==> config.mk <==
export PLATFORM = sky130hd
export DESIGN_NAME = highscore_table_updater
export DESIGN_NICKNAME = d
export VERILOG_FILES = /design/src/rtl/highscore_table_updater.sv
export SDC_FILE = /design/constraint.sdc
export NUM_CORES = 1
export LEC_CHECK = 0
export CAP_MARGIN = 20
export CORE_MARGIN = 8
export CORE_UTILIZATION = 46
export DETAILED_ROUTE_END_ITERATION = 8
export GPL_TIMING_DRIVEN = 0
export PLACE_DENSITY = 0.72
export SKIP_CTS_REPAIR_TIMING = 1
export SLEW_MARGIN = 20
export SYNTH_ARGS = -nofsm -noshare
export SYNTH_HDL_FRONTEND = slang
export SYNTH_SLANG_ARGS = --single-unit
==> constraint.sdc <==
create_clock -name clock -period 3.4 [get_ports clock]
set_input_delay 0.34 -clock clock [delete_from_list [all_inputs] [get_ports clock]]
set_output_delay 0.34 -clock clock [all_outputs]
set_load 0.01 [all_outputs]
==> src/rtl/highscore_table_updater.sv <==
// rtl/highscore_table_updater.sv - three-entry endless/classic highscore tables with compare-and-insert FSM
//
// Purpose: accepts one game result at a time, compares it against the table of
// its mode (endless: higher BCD score wins, classic: lower mm:ss wins), and
// inserts it at the first rank it beats, shifting lower entries down.
//
// Ports:
//   clock, reset                  rising-edge clock, synchronous active-high reset
//   submit_valid / submit_ready   result handshake, ready only while idle
//   submit_mode                   1 = endless, 0 = classic
//   submit_name [17:0]            three 6-bit glyphs, char2 in [17:12]
//   submit_score [15:0]           4-digit BCD score or mm:ss time
//   display_mode                  selects the table shown on name1..3/score1..3
//   name1..name3 [31:0]           rank 1-3 names, zero-extended
//   score1..score3 [31:0]         rank 1-3 scores, zero-extended
//   insert_rank [1:0]             rank written by the last result, 0 = not placed
//   done                          one-cycle pulse when a result finishes
module highscore_table_updater (
    input  logic        clock,
    input  logic        reset,
    input  logic        submit_valid,
    output logic        submit_ready,
    input  logic        submit_mode,
    input  logic [17:0] submit_name,
    input  logic [15:0] submit_score,
    input  logic        display_mode,
    output logic [31:0] name1,
    output logic [31:0] name2,
    output logic [31:0] name3,
    output logic [31:0] score1,
    output logic [31:0] score2,
    output logic [31:0] score3,
    output logic [1:0]  insert_rank,
    output logic        done
);

    typedef enum logic [2:0] {
        IDLE  = 3'd0,
        CMP1  = 3'd1,
        CMP2  = 3'd2,
        CMP3  = 3'd3,
        WRITE = 3'd4,
        DONE  = 3'd5
    } state_t;

    localparam logic [15:0] CLASSIC_EMPTY = 16'h9959;

    state_t state;

    // Entry 0 is rank 1.
    logic [2:0][17:0] end_name;
    logic [2:0][15:0] end_score;
    logic [2:0][17:0] cls_name;
    logic [2:0][15:0] cls_score;

    logic        cap_mode;
    logic [17:0] cap_name;
    logic [15:0] cap_score;

    logic [15:0] entry_score;
    logic        win;
    logic        bcd_ok;

    // Insert v at rank k (1..3); entries at and below k move down one slot,
    // the old rank-3 entry falls off.
    function automatic logic [2:0][17:0] ins_name(input logic [2:0][17:0] t,
                                                  input logic [1:0] k,
                                                  input logic [17:0] v);
        logic [2:0][17:0] r;
        r = t;
        case (k)
            2'd1:    r = {t[1], t[0], v};
            2'd2:    r = {t[1], v, t[0]};
            2'd3:    r = {v, t[1], t[0]};
            default: r = t;
        endcase
        return r;
    endfunction

    function automatic logic [2:0][15:0] ins_score(input logic [2:0][15:0] t,
                                                   input logic [1:0] k,
                                                   input logic [15:0] v);
        logic [2:0][15:0] r;
        r = t;
        case (k)
            2'd1:    r = {t[1], t[0], v};
            2'd2:    r = {t[1], v, t[0]};
            2'd3:    r = {v, t[1], t[0]};
            default: r = t;
        endcase
        return r;
    endfunction

    // Entry under comparison follows the CMP state, from the captured mode's table.
    always_comb begin
        entry_score = cap_mode ? end_score[0] : cls_score[0];
        case (state)
            CMP2:    entry_score = cap_mode ? end_score[1] : cls_score[1];
            CMP3:    entry_score = cap_mode ? end_score[2] : cls_score[2];
            default: entry_score = cap_mode ? end_score[0] : cls_score[0];
        endcase
    end

    // Ties lose in both modes so an existing entry keeps its rank.
    assign win = cap_mode ? (cap_score > entry_score) : (cap_score < entry_score);

    assign bcd_ok = (cap_score[15:12] <= 4'd9) && (cap_score[11:8] <= 4'd9) &&
                    (cap_score[7:4]   <= 4'd9) && (cap_score[3:0]  <= 4'd9);

    always_ff @(posedge clock) begin
        if (reset) begin
            state        <= IDLE;
            submit_ready <= 1'b1;
            done         <= 1'b0;
            insert_rank  <= 2'd0;
            cap_mode     <= 1'b0;
            cap_name     <= 18'h0;
            cap_score    <= 16'h0;
            end_name     <= '0;
            cls_name     <= '0;
            end_score    <= '0;
            cls_score    <= {CLASSIC_EMPTY, CLASSIC_EMPTY, CLASSIC_EMPTY};
        end else begin
            done <= 1'b0;
            case (state)
                IDLE: begin
                    if (submit_valid) begin
                        cap_mode     <= submit_mode;
                        cap_name     <= submit_name;
                        cap_score    <= submit_score;
                        insert_rank  <= 2'd0;
                        submit_ready <= 1'b0;
                        state        <= CMP1;
                    end
                end
                CMP1: begin
                    if (!bcd_ok) begin
                        done  <= 1'b1;
                        state <= DONE;
                    end else if (win) begin
                        insert_rank <= 2'd1;
                        state       <= WRITE;
                    end else begin
                        state <= CMP2;
                    end
                end
                CMP2: begin
                    if (win) begin
                        insert_rank <= 2'd2;
                        state       <= WRITE;
                    end else begin
                        state <= CMP3;
                    end
                end
                CMP3: begin
                    if (win) begin
                        insert_rank <= 2'd3;
                        state       <= WRITE;
                    end else begin
                        done  <= 1'b1;
                        state <= DONE;
                    end
                end
                WRITE: begin
                    if (cap_mode) begin
                        end_name  <= ins_name(end_name, insert_rank, cap_name);
                        end_score <= ins_score(end_score, insert_rank, cap_score);
                    end else begin
                        cls_name  <= ins_name(cls_name, insert_rank, cap_name);
                        cls_score <= ins_score(cls_score, insert_rank, cap_score);
                    end
                    done  <= 1'b1;
                    state <= DONE;
                end
                DONE: begin
                    submit_ready <= 1'b1;
                    state        <= IDLE;
                end
                default: begin
                    submit_ready <= 1'b1;
                    state        <= IDLE;
                end
            endcase
        end
    end

    assign name1  = {14'h0, display_mode ? end_name[0]  : cls_name[0]};
    assign name2  = {14'h0, display_mode ? end_name[1]  : cls_name[1]};
    assign name3  = {14'h0, display_mode ? end_name[2]  : cls_name[2]};
    assign score1 = {16'h0, display_mode ? end_score[0] : cls_score[0]};
    assign score2 = {16'h0, display_mode ? end_score[1] : cls_score[1]};
    assign score3 = {16'h0, display_mode ? end_score[2] : cls_score[2]};

endmodule

==> summary.md, run 1 <==
| Metric | Value |
|---|---|
| Post-synth top area cell | `dfxtp_1` |
| CP endpoint kind | `register` |
| Yosys reg bits | `246` |
| Hold Slack | `0.300 ns` |
| Drt wl/cell | `21.3 µm` |
| Share of flip-flops with an asynchronous set or reset | `0` |
| Slew margin rel. | `0.404` |
| Clk_skew | `0.0145 ns` |
| Port Buf Inserts | `142` |
| DRT Pass-1 Iters | `6` |
| Grt peak-use layer | `met2` |
| Core Box Area | `0.0276 mm²` |
| Synth top area share | `0.386` |
| RePlAce Congestion | `0.948` |
| Total DRC errors in the routed layout | `0` |
| Max H-tree Level | `1` |
| Die Width | `182 µm` |
| Synth top area cells | `dfxtp_1, a221oi_1, mux2_2, nand2_1, buf_4` |
| Slew Limit Fails | `0` |
| Status | `finished clean` |
| Crit-path cells | `buf_2 > clkbuf_2 > a211oi_1 > a21oi_1 > ha_1 > and4_1 > a221oi_2 > nand4b_1 > buf_4 > a221oi_4 > mux2i_1` |
| Placed cell areas | `0.0150 mm²` |
| Post-synth EDFFs | `0` |
| Crit Path Max Fanout | `10` |
| Final Cell Area | `0.0160 mm²` |
| Pre-CTS setup slack | `-0.467 ns` |
| Post-synthesis cell type count | `49` |
| Main flop type after synthesis | `dfxtp_1` |
| Share of cells above drive strength 1 | `0.155` |
| Area delta synth->final | `25.6%` |
| Pwr dens | `438 mW/mm²` |
| Antenna-violating nets left | `0` |
| Full die area | `0.0333 mm²` |
| Max Fclk | `304 MHz` |
| # setup viols final | `0` |
| Starting DRC count in detailed routing | `1267` |
| Clock Latency Late Sink | `0.54 ns` |
| Via Count | `12400` |
| Clock sink count | `246` |
| Gr usage total | `0.267` |
| Critical path arrival | `3.76 ns` |
| Leak | `6.11 nW` |
| CTS tree | `done` |
| Root Driver | `clkbuf_16` |
| Worst vdd ir | `0.287 mV` |
| Yosys Warn Count | `0` |
| Fill cells | `2532` |
| Initial antenna violation count | `0` |
| Antenna Cells | `0` |
| Worst-Margin Slew | `0.893 ns` |
| CP Class | `register to register` |
| Met3 Track Usage GR | `0.0618` |
| Seq/Total Area, Yosys | `0.386` |
| Final Cycle Share | `0.969` |
| HP Class | `input port to register` |
| Slowest-stage cell, CP | `dfxtp_1` |
| Synth Cell Area | `0.0127 mm²` |
| Met1 usage | `0.365` |
| Vias/cell | `5.68` |
| Hold Violations, Final | `0` |
| Worst path max stage delay | `0.58 ns` |
| Num CTS Buffers | `26` |
| Clock Pin Slew Worst Setup and Hold Paths | `0.06 ns` |
| Post-detail-place hpwl | `36300 µm` |
| Setup slack after layout | `0.106 ns` |
| Gr ovfl total | `0` |
| Vias in the first global route | `11700` |
| Ports | `235` |
| CP Launch Type | `register` |
| Max Cap Viol | `0` |
| Syn avg cell area | `8.35 µm²` |
| RSZ-0062 raised after global routing | `true` |
| Row count | `61` |
| Largest net degree at the start of global routing | `14` |
| Final WL | `46600 µm` |
| Worst EP required | `3.87 ns` |
| Die Y | `182 µm` |
| Syn Inst Count | `1526` |
| Initial Util | `0.463` |
| Design Power | `0.00701 W` |
| Nets | `1844` |
| Met2 Use GR | `0.412` |
| First-pass GRT wire length | `69800 µm` |
| Clock tree buffer depth | `3` |
| Post-route minimum period | `3.29 ns` |
cells in the final DEF (no fill, tap or decap), drive strengths merged, types with 4 or more instances in the layout:
cell,netlist,routed
nand3,4,4
mux2,102,102
nand3b,12,12
a211o,8,8
o211ai,4,4
dfxtp,246,246
clkinv,0,5
conb,1,90
nand2,185,185
nor4,4,4
a21oi,117,117
a221oi,138,138
clkbuf,122,161
nand4,5,5
ha,20,20
o21ai,22,22
clkdlybuf4s50,0,142
a211oi,14,14
or3,4,4
inv,5,5
buf,108,108
nor3,127,127
mux2i,32,32
nand2b,5,5
nor2b,18,18
nor2,174,174
o21bai,17,17
bufinv,0,4
and3,14,14
synth_stat cells, types with 3 or more instances:
library cell,instances
nor2_1,173
a221oi_1,137
buf_2,13
dfxtp_1,246
nand3_1,4
nand4_1,5
mux2i_1,32
or3_1,4
ha_1,20
inv_1,5
a211oi_1,14
mux2_2,102
clkbuf_1,122
and3_1,14
buf_1,3
a21oi_1,117
a211o_1,8
nand2b_1,5
o21ai_0,22
nand2_1,184
o211ai_1,4
o21bai_1,17
nand3b_1,12
nor3_1,126
buf_4,90
nor2b_1,18
through the flow:
| stage | instances | TNS (ns) | utilization |
|---|---|---|---|
| floorplan | 1615 | 0 | - |
| global placement | 2135 | -1.42 | 0.544 |
| detailed placement | 2135 | -1.62 | 0.544 |
| CTS | 2183 | -1.79 | 0.578 |
| global route | 2183 | -0.0141 | 0.581 |
| finish | 2183 | 0 | 0.581 |
area by class of cell:
cell class                      instances  area [µm²]  area share
Multi-Input combinational cell       1134        6950       0.434
Timing Repair Buffer                  144        1440      0.0897
Buffer                                228        1260      0.0788
Inverter                                5        18.8     0.00117
Clock buffer                           39         790      0.0493
Tap cell                              378         473      0.0295
Sequential cell                       246        4930       0.308
Clock inverter                          9         160      0.0100
flip-flops by register name (all words and copies together) (netlist names):
name	flops
cap_name	18
submit_ready	1
cls_name	54
cls_score	48
end_name	54
cap_mode	1
done	1
end_score	48
insert_rank	2
cap_score	16
state	3
cell families (layout without fill, tap and decap cells):
kind of cell	after synthesis	after routing	synth area share
simple gates	561	561	0.198
compound gates	329	329	0.182
flops	246	246	0.386
mux	134	134	0.115
buf+inv	235	425	0.0981
fa+ha+maj	20	20	0.0196
other cells	1	90	0.000294
critical path, delay by kind of cell (launching register included):
family	cells	cell delay [ns]
buf+inv	3	0.89
mux	1	0.23
flops	1	0.58
simple gates	2	0.37
compound gates	4	0.87
fa+ha+maj	1	0.29
report_power, final:
part / total [W] / switching, W / leakage, nW / internal (W)
clock: 0.00312 / 0.00121 / 0.469 / 0.00191
combinational: 0.000814 / 0.000461 / 3.65 / 0.000353
sequential: 0.00308 / 0.000136 / 1.99 / 0.00294
total: 0.00701 / 0.00181 / 6.11 / 0.00520
per-layer routing:
metal | share of wire | vias to the layer above
li1 | - | 5853
met1 | 0.43 | 5764
met2 | 0.43 | 707
met3 | 0.11 | 82
met4 | 0.025 | 0
met5 | 0 | -
final timing paths:
kind	from	slack (ns)	cells past startpoint	to
max reg2reg	cap_mode$_SDFFE_PP0P_	0.11	11	insert_rank[0]$_SDFFE_PP0P_
min reg2reg	end_name[15]$_SDFFE_PP0P_	0.48	2	end_name[15]$_SDFFE_PP0P_
min	reset	0.30	3	insert_rank[1]$_SDFFE_PP0P_
max	cap_mode$_SDFFE_PP0P_	0.11	11	insert_rank[0]$_SDFFE_PP0P_
Note: power is estimated with default switching activity, not from simulation.
==> run 2, diff against run 1 <==
--- a/config.mk
+++ b/config.mk
@@ -7,12 +7,11 @@
 export LEC_CHECK = 0
 export CAP_MARGIN = 20
 export CORE_MARGIN = 8
-export CORE_UTILIZATION = 46
+export CORE_UTILIZATION = 40
 export DETAILED_ROUTE_END_ITERATION = 8
 export GPL_TIMING_DRIVEN = 0
-export PLACE_DENSITY = 0.72
 export SKIP_CTS_REPAIR_TIMING = 1
-export SLEW_MARGIN = 20
+export SLEW_MARGIN = 30
 export SYNTH_ARGS = -nofsm -noshare
 export SYNTH_HDL_FRONTEND = slang
 export SYNTH_SLANG_ARGS = --single-unit
==> summary.md, run 2 (same netlist as run 1, synthesis figures left out) <==
| Metric | Value |
|---|---|
| Status | `finished clean (unchanged)` |
| Worst EP required | `3.88 ns (was 3.87 ns)` |
| Port Buf Inserts | `142 (unchanged)` |
| Slew Limit Fails | `0 (unchanged)` |
| RePlAce Congestion | `0.916 (was 0.948)` |
| Post-detail-place hpwl | `37700 µm (was 36300 µm)` |
| Initial Util | `0.405 (was 0.463)` |
| CP Class | `register to register (unchanged)` |
| Placed cell areas | `0.0150 mm² (about the same)` |
| Final Cell Area | `0.0160 mm² (about the same)` |
| Nets | `1844 (unchanged)` |
| Share of cells above drive strength 1 | `0.153 (was 0.155)` |
| Switch share | `0.258 (about the same)` |
| DRT Pass-1 Iters | `5 (was 6)` |
| CTS tree | `done (unchanged)` |
| Clock power share | `0.449 (was 0.445)` |
| Max Cap Viol | `0 (unchanged)` |
| Vias in the first global route | `11700 (about the same)` |
| Final Cycle Share | `0.959 (was 0.969)` |
| Clock Latency Late Sink | `0.54 ns (about the same)` |
| Clock tree buffer depth | `3 (unchanged)` |
| Die Y | `195 µm (was 182 µm)` |
| Antenna Cells | `0 (unchanged)` |
| Clk_skew | `0.00838 ns (was 0.0145 ns)` |
| Logic gate share of total power | `0.115 (was 0.116)` |
| Critical path arrival | `3.74 ns (was 3.76 ns)` |
| Total DRC errors in the routed layout | `0 (unchanged)` |
| Leading cell type in the layout, fill and taps excluded | `dfxtp_1 (unchanged)` |
| Slew margin rel. | `0.374 (was 0.404)` |
| # setup viols final | `0 (unchanged)` |
| Root Driver | `clkbuf_16 (unchanged)` |
| Antenna-violating nets left | `0 (unchanged)` |
| P_sw | `0.00182 W (was 0.00181 W)` |
| CP Launch Type | `register (unchanged)` |
| Leak | `6.10 nW (was 6.11 nW)` |
| Gr ovfl total | `0 (unchanged)` |
| Pwr dens | `440 mW/mm² (was 438 mW/mm²)` |
| Sequential power share | `0.436 (was 0.439)` |
| Clock sink count | `246 (unchanged)` |
| Worst-Margin Slew | `0.939 ns (was 0.893 ns)` |
| Core Box Area | `0.0315 mm² (was 0.0276 mm²)` |
| Slowest-stage cell, CP | `a221oi_2 (was dfxtp_1)` |
| Starting DRC count in detailed routing | `1246 (was 1267)` |
| Drt wl/cell | `21.7 µm (was 21.3 µm)` |
| Final WL | `47800 µm (was 46600 µm)` |
| Die Width | `195 µm (was 182 µm)` |
| Full die area | `0.0378 mm² (was 0.0333 mm²)` |
| Int Pwr | `0.00524 W (was 0.00520 W)` |
| Setup Total Neg Slack | `0 ns (unchanged)` |
| Initial antenna violation count | `0 (unchanged)` |
| Via Count | `12200 (was 12400)` |
| Area delta synth->final | `25.7% (was 25.6%)` |
| Worst vdd ir | `0.306 mV (was 0.287 mV)` |
| Bufs and invs on worst path | `2 (was 3)` |
| Max H-tree Level | `1 (unchanged)` |
| HP Class | `input port to register (unchanged)` |
| Worst path max stage delay | `0.40 ns (was 0.58 ns)` |
| Gr usage total | `0.241 (was 0.267)` |
| Max Fclk | `307 MHz (was 304 MHz)` |
| Most frequent cells in the layout | `dfxtp_1, nand2_1, nor2_1, clkdlybuf4s50_1, a221oi_1 (unchanged)` |
| Dominant delay contributor by cell family on the critical path | `compound AO/OA/AOI/OAI gates (was buffers and inverters)` |
| Fill cells | `3049 (was 2532)` |
| Crit Path Max Fanout | `10 (unchanged)` |
| Hold Violations, Final | `0 (unchanged)` |
| Largest net degree at the start of global routing | `14 (unchanged)` |
| Crit-path cells | `buf_6 > clkbuf_4 > mux2i_1 > a211oi_1 > a21oi_1 > ha_1 > a21oi_1 > o21ai_1 > a221oi_2 > nand4b_1 > a221oi_2 > mux2i_1 (was buf_2 > clkbuf_2 > a211oi_1 > a21oi_1 > ha_1 > and4_1 > a221oi_2 > nand4b_1 > buf_4 > a221oi_4 > mux2i_1)` |
| CP endpoint kind | `register (unchanged)` |
| Vias/cell | `5.53 (was 5.68)` |
| Row count | `65 (was 61)` |
| First-pass GRT wire length | `72500 µm (was 69800 µm)` |
| Ports | `235 (unchanged)` |
| Largest regs | `cls_name: 54 flops, end_name: 54 flops (unchanged)` |
| Clock Pin Slew Worst Setup and Hold Paths | `0.06 ns (about the same)` |
| Num CTS Buffers | `27 (was 26)` |
| Post-route minimum period | `3.26 ns (was 3.29 ns)` |
-- run 2: cell count changes in the layout (fill, tap and decap cells not counted), sizes merged --
cell | before | now
clkbuf | 161 | 159
buf | 108 | 107
bufinv | 4 | 5
clkinvlp | 0 | 1
inv | 5 | 6
-- run 2: layer usage --
metal  global-route usage  wire length, µm  up-vias
met5                    0                0        -
met4               0.0475              614        0
met3               0.0447             4450       53
met2                0.375            21100      576
met1                0.345            21700     5721
li1                     -                -     5852
-- run 2: through the flow --
stage	hold slack [ns]	utilization	std cells	power, W	worst slack, ns
floorplan	0.441	-	1615	0.00360	0.362
global placement	0.469	0.477	2159	0.00390	-0.433
detailed placement	0.478	0.477	2159	0.00391	-0.442
CTS	0.267	0.507	2208	0.00704	-0.462
global route	0.307	0.509	2207	0.00728	-0.00338
finish	0.282	0.509	2207	0.00706	0.139
-- run 2: cell type report --
cell class / instances / area (µm²) / area share
Clock inverter: 12 / 191 / 0.0119
Multi-Input combinational cell: 1134 / 6920 / 0.432
Buffer: 228 / 1270 / 0.0794
Clock buffer: 37 / 763 / 0.0476
Timing Repair Buffer: 143 / 1430 / 0.0892
Inverter: 5 / 18.8 / 0.00117
Sequential cell: 246 / 4930 / 0.307
Tap cell: 402 / 503 / 0.0314
-- run 2: power groups by stage --
stage,logic (W),registers (W),clock network (W)
floorplan,0.000534,0.00307,0
global placement,0.000774,0.00313,0
detailed placement,0.000782,0.00313,0
CTS,0.000785,0.00307,0.00319
global route,0.000880,0.00308,0.00332
finish,0.000809,0.00308,0.00317
-- run 2: final timing paths --
check | from | endpoint | slack (ns) | depth (start not counted)
worst max register to register | state[0]$_SDFFE_PP0N_ | insert_rank[0]$_SDFFE_PP0P_ | 0.14 | 12
worst min register to register | cls_name[10]$_SDFFE_PP0P_ | cls_name[10]$_SDFFE_PP0P_ | 0.49 | 2
worst min-delay path | reset | insert_rank[1]$_SDFFE_PP0P_ | 0.28 | 3
worst max-delay path | state[0]$_SDFFE_PP0N_ | insert_rank[0]$_SDFFE_PP0P_ | 0.14 | 12
-- run 2: worst min-delay path, delay by kind of cell --
kind            cells  cell delay, ns
simple gates        1            0.16
buf+inv             1            0.23
compound gates      1            0.05
